**src/rtl/uart_tx_fifo.sv**
```systemverilog
// Transmit byte FIFO ahead of a uart with no busy flag: buffers host bursts and
// strobes one byte per frame slot, pacing the uart with a frame-gap counter.
module uart_tx_fifo #(
    parameter int AW           = 4,
    parameter int FRAME_CYCLES = 1040
) (
    input  logic          clk,
    input  logic          reset,
    input  logic          wr_en,
    input  logic [7:0]    wr_data,
    input  logic          flush,
    output logic          full,
    output logic          empty,
    output logic [AW:0]   count,
    output logic          overflow,
    output logic          write,
    output logic [7:0]    data
);
    localparam int DEPTH = 2 ** AW;
    localparam int GW    = $clog2(FRAME_CYCLES + 1);
    localparam logic [AW:0]   FULL_COUNT = (AW + 1)'(DEPTH);
    localparam logic [GW-1:0] GAP_LOAD   = GW'(FRAME_CYCLES);

    typedef enum logic [1:0] {IDLE, STROBE, GAP} state_t;

    logic [7:0]    mem [DEPTH];
    logic [AW-1:0] wr_ptr, rd_ptr;
    logic [GW-1:0] gap, gap_next;
    state_t        state, state_next;
    logic          write_next;
    logic [7:0]    data_next;
    logic          push, pop;

    assign full  = (count == FULL_COUNT);
    assign empty = (count == '0);
    assign push  = wr_en && !full && !flush;

    // NOTE: every signal gets a default before the case so no path leaves one unassigned (no latch).
    always_comb begin
        state_next = state;
        gap_next   = gap;
        write_next = 1'b0;
        data_next  = data;
        pop        = 1'b0;
        case (state)
            IDLE: begin
                if (!empty) begin
                    pop        = 1'b1;
                    data_next  = mem[rd_ptr];
                    state_next = STROBE;
                end
            end
            STROBE: begin
                write_next = 1'b1;
                gap_next   = GAP_LOAD;
                state_next = GAP;
            end
            GAP: begin
                gap_next = gap - GW'(1);
                if (gap == GW'(1)) state_next = IDLE;
            end
            default: state_next = IDLE;
        endcase
        if (flush) begin
            state_next = IDLE;
            gap_next   = '0;
            write_next = 1'b0;
            data_next  = 8'h00;
            pop        = 1'b0;
        end
    end

    // NOTE: state registers use non-blocking assignments so every flop samples pre-edge values.
    always_ff @(posedge clk or negedge reset) begin
        if (!reset) begin
            wr_ptr   <= '0;
            rd_ptr   <= '0;
            count    <= '0;
            overflow <= 1'b0;
            state    <= IDLE;
            gap      <= '0;
            write    <= 1'b0;
            data     <= 8'h00;
        end else begin
            overflow <= wr_en && full && !flush;
            state    <= state_next;
            gap      <= gap_next;
            write    <= write_next;
            data     <= data_next;
            if (flush) begin
                wr_ptr <= '0;
                rd_ptr <= '0;
                count  <= '0;
            end else begin
                if (push) wr_ptr <= wr_ptr + AW'(1);
                if (pop)  rd_ptr <= rd_ptr + AW'(1);
                if (push && !pop)      count <= count + (AW + 1)'(1);
                else if (pop && !push) count <= count - (AW + 1)'(1);
            end
        end
    end

    // NOTE: storage is deliberately not reset; empty/count guard every read of stale entries.
    always_ff @(posedge clk) begin
        if (push) mem[wr_ptr] <= wr_data;
    end

endmodule
```
**config.mk**
```make
export PLATFORM = sky130hd
export DESIGN_NAME = uart_tx_fifo
export DESIGN_NICKNAME = d
export VERILOG_FILES = /design/src/rtl/uart_tx_fifo.sv
export SDC_FILE = /design/constraint.sdc
export NUM_CORES = 1
export LEC_CHECK = 0
export CAP_MARGIN = 20
export CORE_MARGIN = 10
export CORE_UTILIZATION = 30
export CTS_CLUSTER_DIAMETER = 100
export CTS_CLUSTER_SIZE = 12
export DETAILED_ROUTE_END_ITERATION = 12
export SYNTH_ARGS = -nofsm -noshare
export SYNTH_HDL_FRONTEND = slang
export SYNTH_SLANG_ARGS = --single-unit
```
**constraint.sdc**
```tcl
create_clock -name clk -period 6.6 [get_ports clk]
set_input_delay 1.32 -clock clk [delete_from_list [all_inputs] [get_ports clk]]
set_output_delay 1.32 -clock clk [all_outputs]
set_load 0.01 [all_outputs]
```
==> impl_summary.log <==
[metrics] Clock Latency Late Sink: between 400 and 500 ps
[metrics] number of enable flip-flop cells after synthesis: 128
[metrics] CTS H-Tree Depth: 4
[metrics] Synth cell types: 55
[metrics] site row count: 55
[metrics] Fill cells: roughly 2,100
[metrics] overall die width: between 150 and 200 µm
[metrics] starting DRC count in detailed routing: between 400 and 500
[metrics] Max Fanout on Critical Path: 38
[metrics] die outline height: 172 µm
[metrics] vias in the first global route: 3,975
[metrics] outcome: finished clean
[metrics] half-perimeter wire length of the detailed placement result: between 9 and 10 mm
[metrics] Max Root-Sink Buffers: 2
[metrics] Antenna Violating Nets Remaining: 0
[metrics] most frequent cells after synthesis: sky130_fd_sc_hd__edfxtp_1, sky130_fd_sc_hd__dfrtp_1, sky130_fd_sc_hd__nor2_1
[metrics] dpl cells: a little over 700
[metrics] TritonCTS clock tree: built
[metrics] iteration count of the initial detailed-routing pass: 5
[metrics] global router's overall resource usage: between 10% and 20%
[metrics] part of the total power dissipated in the clock network: a little under a third
[metrics] transition at the pin with the smallest max-transition slack: 1100 ps
[metrics] most common cell in the synthesized netlist: sky130_fd_sc_hd__edfxtp_1
[metrics] antenna diode count: 0
[metrics] wire length reported by the detailed router: 14.5 mm
[metrics] post-layout net count: 473
[metrics] buffers inserted during post-CTS setup optimization: 0
[metrics] number of antenna violations at the first check in global routing: 1
[metrics] cts repair resizes: 0
[metrics] final count of negative-setup-slack endpoints: 0
[metrics] Min-Delay Path Class: reg2reg
[metrics] Post-Synthesis Cell Area: 6950 µm²
[metrics] count of maximum capacitance violations: 0
[metrics] highest clock rate: 266 MHz
[metrics] clock edge transition at the registers on the reported setup and hold paths: around 60 ps
[metrics] worst setup slack for register-to-register paths: roughly 3200 ps
[metrics] Buffers on Ports: 28
[metrics] skew final: about 12 ps
[metrics] most instantiated flip-flop cell in the synthesis netlist: sky130_fd_sc_hd__edfxtp_1
[metrics] wire length of the first global-routing pass: between 20 and 25 mm
[metrics] final estimated routing congestion in global placement: 0.788
[metrics] largest net degree at the start of global routing: 39
[metrics] fraction of post-synthesis cell area in the top cell type by area: 55.3%
[metrics] Reg-to-Reg Start: count[0]
[metrics] synthesized netlist net count: 444
[metrics] worst vdd rail ir drop: 0.000159 V
[metrics] most area-consuming cells after synthesis: sky130_fd_sc_hd__edfxtp_1, sky130_fd_sc_hd__dfrtp_1, sky130_fd_sc_hd__mux4_2, sky130_fd_sc_hd__mux2i_1, sky130_fd_sc_hd__ha_1
[metrics] post-synthesis async set-or-reset flop share: approximately 22%
[metrics] post-synthesis cell type with the largest combined area: sky130_fd_sc_hd__edfxtp_1
[metrics] Pins Over Slew Limit: 0
[metrics] Ys Warns: 0
[metrics] placeable core area: roughly 23,000 µm²
[metrics] number of buffers inserted for hold repair after clock tree synthesis: 0
[metrics] Critical R2R Capture: count[4]
[metrics] combined area of the multi-input logic cells: about 2100 µm²
[metrics] Period Utilization, post-route: 56.9%
[metrics] cell area reported after detailed placement: between 7000 and 8000 µm²
[metrics] Synth Register Bits: between 150 and 200
[metrics] element type at the critical path start: input pin
[metrics] Leak: ~2.7 nW
[metrics] worst hold path cell count: 1
[metrics] ports placed on the boundary: 29
[metrics] total power of the final layout: ~3.1 mW
[metrics] number of standard cells in the final layout excluding fillers: ~750
[metrics] gate count after technology mapping: 420
[metrics] sequential cell area: approximately 4700 µm²
[metrics] required time at the endpoint of the critical path: ~7000 ps
[metrics] share of the yosys chip area belonging to registers: about two thirds
[metrics] buffer cell driving the clock tree root: sky130_fd_sc_hd__clkbuf_16
[metrics] relative contribution of sequential cells to total power: a little over two fifths
[metrics] cells on worst reg2reg path: 9
[metrics] final routed wire length divided by cell count: 19.4 µm
[metrics] pwr/cell area: approximately 390 nW/µm²
[metrics] final worst path period need: between 3000 and 4000 ps
[metrics] Hold Violations, Final: 0
[metrics] net switching power of the design: ~1 mW
[metrics] critical path class: in2reg
[metrics] internal power consumption: 2.12 mW
[metrics] mean instance size in the synthesized netlist: 16.5 µm²
[metrics] switching share of power: a little under a third
[metrics] RSZ-0062 raised after global routing: false
[metrics] endpoint class of the critical path: register
[metrics] arrival time at the worst endpoint: between 4000 and 5000 ps
[metrics] initial core utilization: 30.6%
[metrics] final design area excluding fillers: just over 8000 µm²
[metrics] ratio of cells with drive above 1 in the final layout: between 15 and 20%
[metrics] endpoint of the worst hold-timing path: gap[7]
[metrics] Die ar.: between 20,000 and 30,000 µm²
[metrics] Area growth, synth to finish: 16.0%
[metrics] global route total overflow: 0
[metrics] CTS sink count: about 160
[metrics] worst slew margin relative to its limit: 26.9%
[metrics] Post-Route Setup TNS: 0 ps
[metrics] TritonCTS buffer count: 17
[metrics] total via count after detailed routing: around 3,700
[metrics] detail-routed via count per cell: roughly 5.0
[metrics] combinational fraction of design power: roughly 27%
[metrics] startpoint of the worst hold path: gap[7]
[metrics] total DRC errors in the routed layout: 0
==> final cells by class <==
cell class,count,share of cell area [%]
clock buffers,20,5.42
clock inverters,12,1.47
inverters,9,0.419
multi-input cells,227,25.8
flip-flops and latches,164,58.9
well taps,285,4.42
repair buffers,30,3.60
==> cell usage in the layout, fill, tap and decap left out, types with 3 or more instances in the layout <==
cell                              instances
sky130_fd_sc_hd__a21oi_1                 15
sky130_fd_sc_hd__a31oi_1                  3
sky130_fd_sc_hd__and2_1                  19
sky130_fd_sc_hd__clkbuf_1                 3
sky130_fd_sc_hd__clkbuf_16               17
sky130_fd_sc_hd__clkdlybuf4s50_1         27
sky130_fd_sc_hd__dfrtp_1                 34
sky130_fd_sc_hd__edfxtp_1               128
sky130_fd_sc_hd__ha_1                    11
sky130_fd_sc_hd__inv_1                    8
sky130_fd_sc_hd__inv_6                    4
sky130_fd_sc_hd__mux2i_1                 20
sky130_fd_sc_hd__mux4_2                  32
sky130_fd_sc_hd__nand2_1                 18
sky130_fd_sc_hd__nand3_1                  6
sky130_fd_sc_hd__nand3b_1                10
sky130_fd_sc_hd__nand4_1                  3
sky130_fd_sc_hd__nor2_1                  33
sky130_fd_sc_hd__nor3_1                   5
sky130_fd_sc_hd__o221ai_1                 8
sky130_fd_sc_hd__xor2_1                   7
==> sequential cells by signal (all words and copies together) (netlist names) <==
signal and count:
wr_ptr 4, count 5, gap 11, write 1, mem 128, state 2, rd_ptr 4, overflow 1
data 8
==> layer usage <==
layer	GRT usage, %	wire, µm	vias up
li1	-	-	1694
met1	13.5	6420	1911
met2	16.0	6860	105
met3	3.60	1030	13
met4	2.96	136	2
met5	0	7	-
==> cells by family (layout without fill, tap and decap cells) <==
kind of cell               Yosys count  count (layout)  synth area share (%)
xor gates and xnor gates             9               9                  1.13
AOI/OAI and AO/OA                   45              45                  4.72
and+or+nand+nor                    108             108                  8.35
DFF                                164             164                  68.3
buffers and inverters               29              71                  1.84
muxes                               53              53                  13.4
adders and majority gates           12              12                  2.27
==> power groups by stage <==
stage               combinational (mW)  clock (mW)  sequential (mW)
floorplan                        0.678           0             1.28
global placement                 0.832           0             1.35
detailed placement               0.853           0             1.35
CTS                              0.856       0.955             1.33
global route                     0.944        1.00             1.35
finish                           0.847       0.939             1.33
==> critical path: stages <==
cell and delay [ps]:
sky130_fd_sc_hd__clkdlybuf4s50_1 400, sky130_fd_sc_hd__buf_4 250, sky130_fd_sc_hd__nand2b_1 230, sky130_fd_sc_hd__a21oi_1 250, sky130_fd_sc_hd__nand2_1 220, sky130_fd_sc_hd__fa_1 490
sky130_fd_sc_hd__nand3_1 110, sky130_fd_sc_hd__nand2_1 100, sky130_fd_sc_hd__or4_1 420, sky130_fd_sc_hd__a21oi_1 170, sky130_fd_sc_hd__o21ba_1 140
==> metrics by stage <==
step,worst slack [ps],hold slack [ps],util [%]
2_1_floorplan,3290,484,-
3_3_place_gp,2570,510,33.0
3_5_place_dp,2430,527,33.0
4_1_cts,2860,539,35.5
5_1_grt,2650,568,35.5
6_report,2850,539,35.5
==> worst max-delay path by stage <==
stage / depth (start not counted) / start / slack [ps] / endpoint
after floorplan: 10 / flush / 3290 / count[4]
after global placement: 11 / flush / 2570 / count[4]
after detailed placement: 11 / flush / 2430 / count[4]
after CTS: 11 / flush / 2860 / count[4]
after global routing: 11 / flush / 2650 / count[4]
final: 11 / flush / 2850 / count[4]
(Power assumes the default switching activity.)
